<file path="src/rtl/framebuffer_arbiter_pkg.sv">
// Shared types and defaults for the framebuffer arbiter: geometry defaults,
// FSM state encoding, the read-return tag, and the address-width check.
package framebuffer_arbiter_pkg;

  localparam int H_PIXELS_DEF = 320;
  localparam int V_PIXELS_DEF = 240;
  localparam int ADDR_W_DEF   = 17;
  localparam int DATA_W_DEF   = 8;
  localparam int RD_LAT_DEF   = 1;
  localparam int LB_IDX_W     = 9;

  // FSM states kept as plain constants so older code can compare raw bits.
  typedef logic [0:0] fsm_state_t;
  localparam fsm_state_t ST_IDLE  = 1'b0;
  localparam fsm_state_t ST_FETCH = 1'b1;

  // Travels alongside every RAM read so the returning data can be routed.
  typedef struct packed {
    logic                valid;
    logic                is_host;
    logic [LB_IDX_W-1:0] lb_idx;
  } rd_tag_t;

  // True when a full frame of pixels fits in the RAM address space.
  function automatic bit addr_w_fits(input int h, input int v, input int aw);
    return (longint'(h) * longint'(v)) <= (longint'(1) << aw);
  endfunction

  localparam bit ADDR_W_DEF_OK = addr_w_fits(H_PIXELS_DEF, V_PIXELS_DEF, ADDR_W_DEF);

endpackage

</file>
<file path="src/rtl/framebuffer_arbiter_if.sv">
// Bundle of the line-fetch, host, RAM and line-buffer signals of the arbiter.
// slave is the arbiter's view; master is the surrounding system's view.
interface framebuffer_arbiter_if #(
  parameter int ADDR_W = 17,
  parameter int DATA_W = 8
);
  logic              line_req;
  logic [7:0]        line_idx;
  logic              line_done;
  logic              fetch_overrun;

  logic              host_valid;
  logic              host_ready;
  logic              host_we;
  logic [ADDR_W-1:0] host_addr;
  logic [DATA_W-1:0] host_wdata;
  logic              host_rvalid;
  logic [DATA_W-1:0] host_rdata;

  logic              mem_ce;
  logic              mem_we;
  logic [ADDR_W-1:0] mem_addr;
  logic [DATA_W-1:0] mem_wdata;
  logic [DATA_W-1:0] mem_rdata;

  logic              lb_we;
  logic [8:0]        lb_addr;
  logic [DATA_W-1:0] lb_wdata;

  modport slave (
    input  line_req, line_idx, host_valid, host_we, host_addr, host_wdata, mem_rdata,
    output line_done, fetch_overrun, host_ready, host_rvalid, host_rdata,
           mem_ce, mem_we, mem_addr, mem_wdata, lb_we, lb_addr, lb_wdata
  );

  modport master (
    output line_req, line_idx, host_valid, host_we, host_addr, host_wdata, mem_rdata,
    input  line_done, fetch_overrun, host_ready, host_rvalid, host_rdata,
           mem_ce, mem_we, mem_addr, mem_wdata, lb_we, lb_addr, lb_wdata
  );
endinterface

</file>
<file path="src/rtl/framebuffer_arbiter_rd_tag_pipe.sv">
// Delay line for read tags, RD_LAT stages deep, so each tag emerges in the
// same cycle as the RAM data it describes.
module framebuffer_arbiter_rd_tag_pipe
  import framebuffer_arbiter_pkg::*;
#(
  parameter int RD_LAT = 1
) (
  input  logic    CLOCK,
  input  logic    RESET_N,
  input  rd_tag_t tag_in,
  output rd_tag_t tag_out
);

  rd_tag_t pipe_r [RD_LAT];

  // Shift tags one stage per cycle; reset drops every in-flight read.
  always_ff @(posedge CLOCK or negedge RESET_N) begin
    if (!RESET_N) begin
      for (int i = 0; i < RD_LAT; i++) begin
        pipe_r[i] <= '0;
      end
    end else begin
      pipe_r[0] <= tag_in;
      for (int i = 1; i < RD_LAT; i++) begin
        pipe_r[i] <= pipe_r[i-1];
      end
    end
  end

  assign tag_out = pipe_r[RD_LAT-1];

endmodule

</file>
<file path="src/rtl/framebuffer_arbiter.sv">
// Single-port framebuffer RAM arbiter. A line request streams one display
// line into the scan-out line buffer with absolute priority; host accesses
// take the slots left over. All RAM and line-buffer outputs are registered.
module framebuffer_arbiter
  import framebuffer_arbiter_pkg::*;
#(
  parameter int H_PIXELS = H_PIXELS_DEF,
  parameter int V_PIXELS = V_PIXELS_DEF,
  parameter int ADDR_W   = ADDR_W_DEF,
  parameter int DATA_W   = DATA_W_DEF,
  parameter int RD_LAT   = RD_LAT_DEF
) (
  input  logic                 CLOCK,
  input  logic                 RESET_N,
  framebuffer_arbiter_if.slave bus
);

  localparam logic [LB_IDX_W-1:0] X_LAST  = LB_IDX_W'(H_PIXELS - 1);
  localparam logic [8:0]          V_LIM   = 9'(V_PIXELS);
  localparam logic [ADDR_W-1:0]   H_PIX_A = ADDR_W'(H_PIXELS);

  // control state
  fsm_state_t          state_r,   state_nx_s;
  logic                pending_r, pending_nx_s;
  logic [ADDR_W-1:0]   base_r,    base_nx_s;
  logic [LB_IDX_W-1:0] x_r,       x_nx_s;
  logic                overrun_r, overrun_nx_s;
  logic                host_ready_r, host_ready_nx_s;
  logic                fetch_issue_s;
  logic                host_issue_s;
  rd_tag_t             issue_tag_s;

  // issue register
  logic                mem_ce_r;
  logic                mem_we_r;
  logic [ADDR_W-1:0]   mem_addr_r;
  logic [DATA_W-1:0]   mem_wdata_r;
  rd_tag_t             issue_tag_r;

  // return register
  rd_tag_t             ret_tag_s;
  logic                lb_wr_s;
  logic                host_ret_s;
  logic                lb_we_r;
  logic [8:0]          lb_addr_r;
  logic [DATA_W-1:0]   lb_wdata_r;
  logic                line_done_r;
  logic                host_rvalid_r;
  logic [DATA_W-1:0]   host_rdata_r;

  // Decide this cycle's RAM slot owner and the next FSM/pending/counter values.
  always_comb begin
    state_nx_s    = state_r;
    pending_nx_s  = pending_r;
    base_nx_s     = base_r;
    x_nx_s        = x_r;
    overrun_nx_s  = overrun_r;
    fetch_issue_s = 1'b0;
    host_issue_s  = 1'b0;

    if (pending_r) begin
      // Pixel 0 issues from the pending cycle; x_r is already 0 here.
      fetch_issue_s = 1'b1;
      pending_nx_s  = 1'b0;
      state_nx_s    = ST_FETCH;
      x_nx_s        = 9'd1;
    end else if (state_r == ST_FETCH) begin
      fetch_issue_s = 1'b1;
      if (x_r == X_LAST) begin
        state_nx_s = ST_IDLE;
        x_nx_s     = 9'd0;
      end else begin
        x_nx_s = x_r + 9'd1;
      end
    end else begin
      host_issue_s = bus.host_valid && host_ready_r;
    end

    if (bus.line_req) begin
      if (pending_r || (state_r == ST_FETCH)) begin
        overrun_nx_s = 1'b1;
      end else if ({1'b0, bus.line_idx} < V_LIM) begin
        pending_nx_s = 1'b1;
        base_nx_s    = ADDR_W'(bus.line_idx) * H_PIX_A;
      end else begin
        pending_nx_s = pending_r;
      end
    end else begin
      overrun_nx_s = overrun_r;
    end

    // Registered copy of "idle and nothing pending" so READY never looks at VALID.
    host_ready_nx_s = (state_nx_s == ST_IDLE) && !pending_nx_s;

    issue_tag_s.valid   = fetch_issue_s || (host_issue_s && !bus.host_we);
    issue_tag_s.is_host = host_issue_s;
    issue_tag_s.lb_idx  = fetch_issue_s ? x_r : 9'd0;
  end

  // FSM, pending flag, line base, pixel counter, overrun flag and READY.
  always_ff @(posedge CLOCK or negedge RESET_N) begin
    if (!RESET_N) begin
      state_r      <= ST_IDLE;
      pending_r    <= 1'b0;
      base_r       <= '0;
      x_r          <= 9'd0;
      overrun_r    <= 1'b0;
      host_ready_r <= 1'b0;
    end else begin
      state_r      <= state_nx_s;
      pending_r    <= pending_nx_s;
      base_r       <= base_nx_s;
      x_r          <= x_nx_s;
      overrun_r    <= overrun_nx_s;
      host_ready_r <= host_ready_nx_s;
    end
  end

  // Present the chosen access to the RAM one cycle after the decision.
  always_ff @(posedge CLOCK or negedge RESET_N) begin
    if (!RESET_N) begin
      mem_ce_r    <= 1'b0;
      mem_we_r    <= 1'b0;
      mem_addr_r  <= '0;
      mem_wdata_r <= '0;
      issue_tag_r <= '0;
    end else begin
      mem_ce_r <= fetch_issue_s || host_issue_s;
      mem_we_r <= host_issue_s && bus.host_we;
      if (fetch_issue_s) begin
        mem_addr_r <= base_r + ADDR_W'(x_r);
      end else if (host_issue_s) begin
        mem_addr_r <= bus.host_addr;
      end else begin
        mem_addr_r <= '0;
      end
      mem_wdata_r <= (host_issue_s && bus.host_we) ? bus.host_wdata : '0;
      issue_tag_r <= issue_tag_s;
    end
  end

  framebuffer_arbiter_rd_tag_pipe #(
    .RD_LAT (RD_LAT)
  ) u_rd_tag_pipe (
    .CLOCK   (CLOCK),
    .RESET_N (RESET_N),
    .tag_in  (issue_tag_r),
    .tag_out (ret_tag_s)
  );

  assign lb_wr_s    = ret_tag_s.valid && !ret_tag_s.is_host;
  assign host_ret_s = ret_tag_s.valid && ret_tag_s.is_host;

  // Capture returning RAM data once and steer it to the line buffer or host.
  always_ff @(posedge CLOCK or negedge RESET_N) begin
    if (!RESET_N) begin
      lb_we_r       <= 1'b0;
      lb_addr_r     <= 9'd0;
      lb_wdata_r    <= '0;
      line_done_r   <= 1'b0;
      host_rvalid_r <= 1'b0;
      host_rdata_r  <= '0;
    end else begin
      lb_we_r       <= lb_wr_s;
      lb_addr_r     <= lb_wr_s ? ret_tag_s.lb_idx : 9'd0;
      lb_wdata_r    <= lb_wr_s ? bus.mem_rdata : '0;
      line_done_r   <= lb_wr_s && (ret_tag_s.lb_idx == X_LAST);
      host_rvalid_r <= host_ret_s;
      host_rdata_r  <= host_ret_s ? bus.mem_rdata : host_rdata_r;
    end
  end

  assign bus.mem_ce        = mem_ce_r;
  assign bus.mem_we        = mem_we_r;
  assign bus.mem_addr      = mem_addr_r;
  assign bus.mem_wdata     = mem_wdata_r;
  assign bus.host_ready    = host_ready_r;
  assign bus.fetch_overrun = overrun_r;
  assign bus.lb_we         = lb_we_r;
  assign bus.lb_addr       = lb_addr_r;
  assign bus.lb_wdata      = lb_wdata_r;
  assign bus.line_done     = line_done_r;
  assign bus.host_rvalid   = host_rvalid_r;
  assign bus.host_rdata    = host_rdata_r;

endmodule
</file>
<file path="src/flat_wrapper.sv">
// flat-port wrapper written by rule: the top's interface ports become plain ports
module framebuffer_arbiter_flat import framebuffer_arbiter_pkg::*;
#(
  parameter int H_PIXELS = H_PIXELS_DEF,
  parameter int V_PIXELS = V_PIXELS_DEF,
  parameter int ADDR_W   = ADDR_W_DEF,
  parameter int DATA_W   = DATA_W_DEF,
  parameter int RD_LAT   = RD_LAT_DEF
)
  (CLOCK, RESET_N, bus_line_req, bus_line_idx, bus_host_valid, bus_host_we, bus_host_addr, bus_host_wdata, bus_mem_rdata, bus_line_done, bus_fetch_overrun, bus_host_ready, bus_host_rvalid, bus_host_rdata, bus_mem_ce, bus_mem_we, bus_mem_addr, bus_mem_wdata, bus_lb_we, bus_lb_addr, bus_lb_wdata);
  framebuffer_arbiter_if #(.ADDR_W(ADDR_W), .DATA_W(DATA_W)) bus_i ();
  input  logic CLOCK;
  input  logic RESET_N;
  input wire logic [$bits(bus_i.line_req)-1:0] bus_line_req;
  input wire logic [$bits(bus_i.line_idx)-1:0] bus_line_idx;
  input wire logic [$bits(bus_i.host_valid)-1:0] bus_host_valid;
  input wire logic [$bits(bus_i.host_we)-1:0] bus_host_we;
  input wire logic [$bits(bus_i.host_addr)-1:0] bus_host_addr;
  input wire logic [$bits(bus_i.host_wdata)-1:0] bus_host_wdata;
  input wire logic [$bits(bus_i.mem_rdata)-1:0] bus_mem_rdata;
  output wire logic [$bits(bus_i.line_done)-1:0] bus_line_done;
  output wire logic [$bits(bus_i.fetch_overrun)-1:0] bus_fetch_overrun;
  output wire logic [$bits(bus_i.host_ready)-1:0] bus_host_ready;
  output wire logic [$bits(bus_i.host_rvalid)-1:0] bus_host_rvalid;
  output wire logic [$bits(bus_i.host_rdata)-1:0] bus_host_rdata;
  output wire logic [$bits(bus_i.mem_ce)-1:0] bus_mem_ce;
  output wire logic [$bits(bus_i.mem_we)-1:0] bus_mem_we;
  output wire logic [$bits(bus_i.mem_addr)-1:0] bus_mem_addr;
  output wire logic [$bits(bus_i.mem_wdata)-1:0] bus_mem_wdata;
  output wire logic [$bits(bus_i.lb_we)-1:0] bus_lb_we;
  output wire logic [$bits(bus_i.lb_addr)-1:0] bus_lb_addr;
  output wire logic [$bits(bus_i.lb_wdata)-1:0] bus_lb_wdata;
  assign bus_i.line_req = bus_line_req;
  assign bus_i.line_idx = bus_line_idx;
  assign bus_i.host_valid = bus_host_valid;
  assign bus_i.host_we = bus_host_we;
  assign bus_i.host_addr = bus_host_addr;
  assign bus_i.host_wdata = bus_host_wdata;
  assign bus_i.mem_rdata = bus_mem_rdata;
  assign bus_line_done = bus_i.line_done;
  assign bus_fetch_overrun = bus_i.fetch_overrun;
  assign bus_host_ready = bus_i.host_ready;
  assign bus_host_rvalid = bus_i.host_rvalid;
  assign bus_host_rdata = bus_i.host_rdata;
  assign bus_mem_ce = bus_i.mem_ce;
  assign bus_mem_we = bus_i.mem_we;
  assign bus_mem_addr = bus_i.mem_addr;
  assign bus_mem_wdata = bus_i.mem_wdata;
  assign bus_lb_we = bus_i.lb_we;
  assign bus_lb_addr = bus_i.lb_addr;
  assign bus_lb_wdata = bus_i.lb_wdata;
  framebuffer_arbiter #(.H_PIXELS(H_PIXELS), .V_PIXELS(V_PIXELS), .ADDR_W(ADDR_W), .DATA_W(DATA_W), .RD_LAT(RD_LAT)) u_core (.CLOCK(CLOCK), .RESET_N(RESET_N), .bus(bus_i));
endmodule
</file>
<file path="config.mk">
export PLATFORM = sky130hd
export DESIGN_NAME = framebuffer_arbiter_flat
export DESIGN_NICKNAME = d
export VERILOG_FILES = /design/src/rtl/framebuffer_arbiter_pkg.sv /design/src/rtl/framebuffer_arbiter_if.sv /design/src/rtl/framebuffer_arbiter_rd_tag_pipe.sv /design/src/rtl/framebuffer_arbiter.sv /design/src/flat_wrapper.sv
export SDC_FILE = /design/constraint.sdc
export NUM_CORES = 1
export LEC_CHECK = 0
export BUFFER_PORTS_ARGS = -buffer_cell sky130_fd_sc_hd__buf_2
export CORE_MARGIN = 10
export CORE_UTILIZATION = 47
export CTS_CLUSTER_DIAMETER = 30
export DETAILED_ROUTE_END_ITERATION = 7
export PLACE_DENSITY = 0.75
export SLEW_MARGIN = 0
export SYNTH_ARGS = -nofsm -noshare
export SYNTH_HDL_FRONTEND = slang
export SYNTH_SLANG_ARGS = --single-unit
</file>
<file path="constraint.sdc">
create_clock -name CLOCK -period 1.9 [get_ports CLOCK]
set_clock_uncertainty 0.2 [all_clocks]
set_input_delay 0.285 -clock CLOCK [delete_from_list [all_inputs] [get_ports CLOCK]]
set_output_delay 0.285 -clock CLOCK [all_outputs]
set_load 0.02 [all_outputs]
</file>
### Word-level counts from Yosys, hierarchy flattened

Index checks and enable logic that the tools add are counted.

| operators by class | value |
|---|---|
| $add $sub $neg | 2 |
| multiply operators | 1 |
| order comparisons | 1 |
| eq/ne operators | 2 |
| mux-type cells | 19 |
| bitwise logic cells | 2 |
| reductions and logical operators | 16 |

Operator list:

| kind | number |
|---|---|
| $mux 9 | 5 |
| $mux 17 | 2 |
| $eq 9x9->1 const B | 2 |
| $add 17x9->17 | 1 |
| $mux 8 | 2 |
| $mul 8x3->11 const B | 1 |
| $mux 1 | 10 |
| $add 9x1->9 const B | 1 |
| $lt 8x8->1 const B | 1 |
| $logic_and 1x1->1 | 7 |
| $logic_not 1->1 | 3 |
| $logic_or 1x1->1 | 3 |
| $reduce_and 3->1 | 1 |
| $not 1->1 | 2 |
| $reduce_and 2->1 | 1 |
| $reduce_bool 2->1 | 1 |

| storage, ports and cells | value |
|---|---|
| flip-flop bits (word level) | 101 |
| input bits | 46 |
| output and inout port bits | 57 |
| logic and storage cells | 65 |

### Logic depth before layout (Yosys ltp)

| depth | value |
|---|---|
| depth after elaboration | 6 |
| gate-level depth with buffers | 8 |
| gate-level depth less buffers | 8 |

### Hierarchy

A second synthesis with hierarchy kept.

| second synthesis, totals | value |
|---|---|
| cell total of the unflattened synthesis | 335 |
| area, all modules | 4072.7 sq um |

Modules (own cells, without submodules):

| module | instances | cells each | area an instance (sq um) | seq. area each (sq um) |
|---|---|---|---|---|
| framebuffer_arbiter | 1 | 324 | 3797.4 | 2252.2 |
| framebuffer_arbiter_rd_tag_pipe | 1 | 11 | 275.3 | 275.3 |

### Least setup slack after synthesis

No wires, ideal clock.

| timing | value |
|---|---|
| path type | input-to-reg |
| start | input bus_line_idx[1] |
| end | register u_core.base_r[15] |
| library setup time | 87 ps |
| arrival time | 1873 ps |
| required time | 1613 ps |
| slack | -260 ps |
| stages on the path | 8 |
| buffers on the path | 0 |
| path through | ha_1 -> ha_1 -> inv_1 -> fa_1 -> nor2b_1 -> o31a_1 -> or4_1 -> o211ai_1 |

| between the ends | value |
|---|---|
| longest elaborated chain between the ends | 2 |
| elaborated cells on any way between the ends | 3 |
| those cells by class | 1 x mul; 1 x order compare; 1 x reduce/logical |

Ends and longest elaborated chain:

| item | line | RTL |
|---|---|---|
| start, declared | flat_wrapper.sv:15 | `input wire logic [$bits(bus_i.line_idx)-1:0] bus_line_idx;` |
| parallel branches: the longest is 2 deep, another holds $mul 8x3->11 | n/a |  |
| end signal, assigned | framebuffer_arbiter.sv:112 | `base_r <= base_nx_s;` |
| end, declared | framebuffer_arbiter.sv:25 | `logic [ADDR_W-1:0] base_r, base_nx_s;` |

Parallel ways; which one is timed is not known.
A chain may end at the register's enable or synchronous reset.

### Worst setup path in the final report

| timing | value |
|---|---|
| start | register u_core.base_r[6] |
| end | register u_core.mem_addr_r[16], in the netlist u_core.bus.mem_addr[16] |

| between the ends | value |
|---|---|
| longest elaborated chain between the ends | 2 |

Ends and longest elaborated chain:

| item | line | RTL |
|---|---|---|
| $add 17x9->17 | framebuffer_arbiter.sv:131 | `mem_addr_r <= base_r + ADDR_W'(x_r);` |
| $mux 17 | framebuffer_arbiter.sv:130 | `if (fetch_issue_s) begin` |
| end signal, assigned | framebuffer_arbiter.sv:131 |  |
| end signal, assigned | framebuffer_arbiter.sv:133 | `mem_addr_r <= bus.host_addr;` |
| end, declared | framebuffer_arbiter.sv:36 | `logic [ADDR_W-1:0] mem_addr_r;` |

Every way passes these cells.

==> results.py <==
metrics = {
    "status": {
        "status": "complete, but fails checks",
        "violations": "setup timing",
    },
    "layout": {
        "antenna-diode-count": 0,
        "final_util_pct": 67.3,
        "layout.cells.non_filler": 621,
        "finish.net_count": 575,
        "fillers": 626,
        "syn_to_final_growth_pct": 37.3,
        "multiInputGateArea_um2": 1560,
        "regArea_um2": 2530,
        "drive_gt1_share_pct": 33.9,
        "post-route-cell-area_um2": 5610,
        "mostFrequentLayoutCells": "buf_2 (101), dfrtp_1 (101), dlygate4sd3_1 (38), nand2_1 (36), buf_4 (28)",
    },
    "clock_network": {
        "cts.sink_count": 101,
        "clk_pin_slew_ns": 0.10,
        "cts_tree": "done",
        "cts_buffer_depth": 2,
        "h-tree-depth": 3,
        "clk_latency_ns": 0.36,
        "clockRootBuffer": "clkbuf_8",
        "numCtsBuffers": 9,
    },
    "placement": {
        "placed_area_um2": 4990,
        "dp.cells": 566,
        "place_hpwl_mm": 6.87,
        "io_buffers": 102,
        "dp_slack_ns": -0.331,
        "gp_congestion": 0.822,
    },
    "routing": {
        "first_iter_violations": 173,
        "remaining_drc_errors": 0,
        "wl_per_cell_um": 15.2,
        "firstDrtPassIters": 4,
        "vias": 3083,
        "drtAntennaViolNets": 0,
        "drt_wl_total_mm": 9.45,
        "viasPerCell": 4.96,
    },
    "die": {
        "top_level_ports": 103,
        "die-area_um2": 12800,
        "core.rowCount": 33,
        "die_y_um": 113,
        "placeableCoreArea_um2": 8340,
        "die_x_um": 113,
        "start_util_pct": 49.0,
    },
    "critical_path": {
        "critPathArrivalTime_ns": 2.12,
        "worstPathMaxFanout": 3,
        "start_kind": "flip-flop",
        "cp.required_ns": 2.00,
        "setup.worst_path.class": "reg2reg",
        "end_kind": "flip-flop",
    },
    "synth": {
        "synth-seq-cells": 101,
        "synth-edff-count": 0,
        "synthTopCellsByArea": "dfrtp_1 (62%), ha_1 (4.9%), and2_1 (3.8%)",
        "synth_fp_nets": 402,
        "synthDominantCellAreaShare_pct": 61.8,
        "ys.flop_type": "dfrtp_1",
        "syn_area_um2": 4090,
        "ys_warn_count": 0,
        "syn_inst": 338,
        "avgSynthCellArea_um2": 12.1,
        "synth.distinct_cells": 44,
        "ys_seq_area_share_pct": 61.8,
        "yosysTopAreaCell": "dfrtp_1",
        "async_flop_share_pct": 100,
    },
    "power": {
        "p_leak_uw": 0.00283,
        "ir_worst_vdd_v": 0.000544,
        "power_density_nw_per_um2": 1120,
    },
    "sta": {
        "slew_viol_final": 0,
        "setup_viol": 2,
        "final.period_utilization_pct": 106,
        "fmax_mhz": 497,
        "whs_ns": 0.0524,
        "period_needed_ns": 2.01,
        "slew_headroom_pct": 66.2,
        "tightest_slew_ns": 0.507,
        "fin_ws_ns": -0.112,
        "final-hold-violation-count": 0,
        "rsz0062_at_grt": "yes",
    },
    "job": {
        "drv_cap": 0,
    },
    "global_route": {
        "antenna_found_initial": 0,
        "grt_max_degree": 102,
        "grt_pass1_vias": 3236,
        "grt-ovfl-total": 0,
        "track_usage_pct": 14.8,
        "grt_pass1_wl_mm": 15.6,
    },
    "hold_path": {
        "hp-class": "in2reg",
    },
}
per-stage QoR:
stage,power (uW),setup TNS [ns]
6_report,6300,-0.179
5_1_grt,6710,-0.492
4_1_cts,6330,-0.136
3_5_place_dp,4940,-1.37
3_3_place_gp,4860,-1.10
2_1_floorplan,4180,-0.264
power by group:
part           internal (uW)  switching [uW]  leakage, uW  total, uW
clock network            523             805    0.0000994       1330
logic                    806            1070      0.00145       1880
registers               2740             352      0.00127       3090
final timing paths:
path | slack [ns] | endpoint | startpoint | cells past startpoint
max | -0.11 | u_core.bus.mem_addr[16] | u_core.base_r[6] | 7
min reg2reg | 0.16 | u_core.u_rd_tag_pipe.tag_out[0] | u_core.issue_tag_r[0] | 0
min in group asynchronous | 0.31 | u_core.bus.lb_wdata[5] | RESET_N | 3
max in group asynchronous | 0.82 | u_core.bus.mem_addr[13] | RESET_N | 3
min | 0.05 | u_core.issue_tag_r[10] | bus_host_we | 2
max reg2reg | -0.11 | u_core.bus.mem_addr[16] | u_core.base_r[6] | 7
cell families (layout without fill, tap and decap cells):
family                   Yosys count  after routing  synth area share (%)
adder cells (fa/ha/maj)           18             18                  5.88
AND/OR/NAND/NOR                  116            116                  15.3
flip-flops                       101            101                  61.8
buffers and inverters             20            198                  2.11
XOR/XNOR                          13             13                  2.79
multiplexers                       9              9                  2.45
AO/OA/AOI/OAI                     61             61                  9.64
cell type report:
class                   instances  share of cell area [%]
multi-input cells             217                    27.7
clock buffers                   9                    2.21
repair buffers                170                    20.4
flip-flops and latches        101                    45.0
clock inverters                 7                    1.43
inverters                      12                   0.869
well taps                     105                    2.34
cell usage after synthesis, types with 2 or more instances:
| master | number |
|---|---|
| o21ai_0 | 21 |
| nand4_1 | 6 |
| a211oi_1 | 5 |
| nor2_1 | 12 |
| and2_1 | 25 |
| nand3_1 | 6 |
| nand2_1 | 36 |
| nand2b_1 | 3 |
| ha_1 | 16 |
| a21oi_1 | 10 |
| xnor2_1 | 5 |
| clkbuf_1 | 4 |
| a22o_1 | 2 |
| or4_1 | 2 |
| a21o_1 | 10 |
| buf_2 | 3 |
| o31a_1 | 2 |
| inv_1 | 11 |
| xor2_1 | 8 |
| o211ai_1 | 3 |
| fa_1 | 2 |
| and3_1 | 12 |
| dfrtp_1 | 101 |
| nand4b_1 | 2 |
| o211a_1 | 2 |
| nor2b_1 | 4 |
| mux2_2 | 8 |
critical path: stages, from the launching register on:
cell and delay [ns]:
dfrtp_1 0.38, ha_2 0.19, inv_2 0.04, fa_2 0.36
nor2b_4 0.15, o2111ai_2 0.13, or4_1 0.41, nand3_1 0.09
metal layers:
metal	part of all wire [%]	wire length, um	GRT usage [%]	up-vias
met1	44	4140	17.9	1448
met2	46	4370	23.5	107
met4	2.7	256	6.51	0
met3	7.1	673	4.75	22
li1	-	-	-	1506
met5	0	0	0	-
flip-flops by register name (all words and copies together), names as in the netlist, 9 cells and up:
register,count
u_core.bus.mem_addr,17
u_core.base_r,11
u_core.issue_tag_r,11
u_core.u_rd_tag_pipe.tag_out,11
u_core.bus.lb_addr,9
u_core.x_r,9
what timing repair did:
item	in CTS	in global routing
pin swaps	3	0
buffers inserted	0	1
setup endpoints to repair	2	7
endpoints found under the hold margin	146	0
resized for setup	2	7
cloned	0	0
hold buffers	38	0
Power figures use the tool's default switching activity.
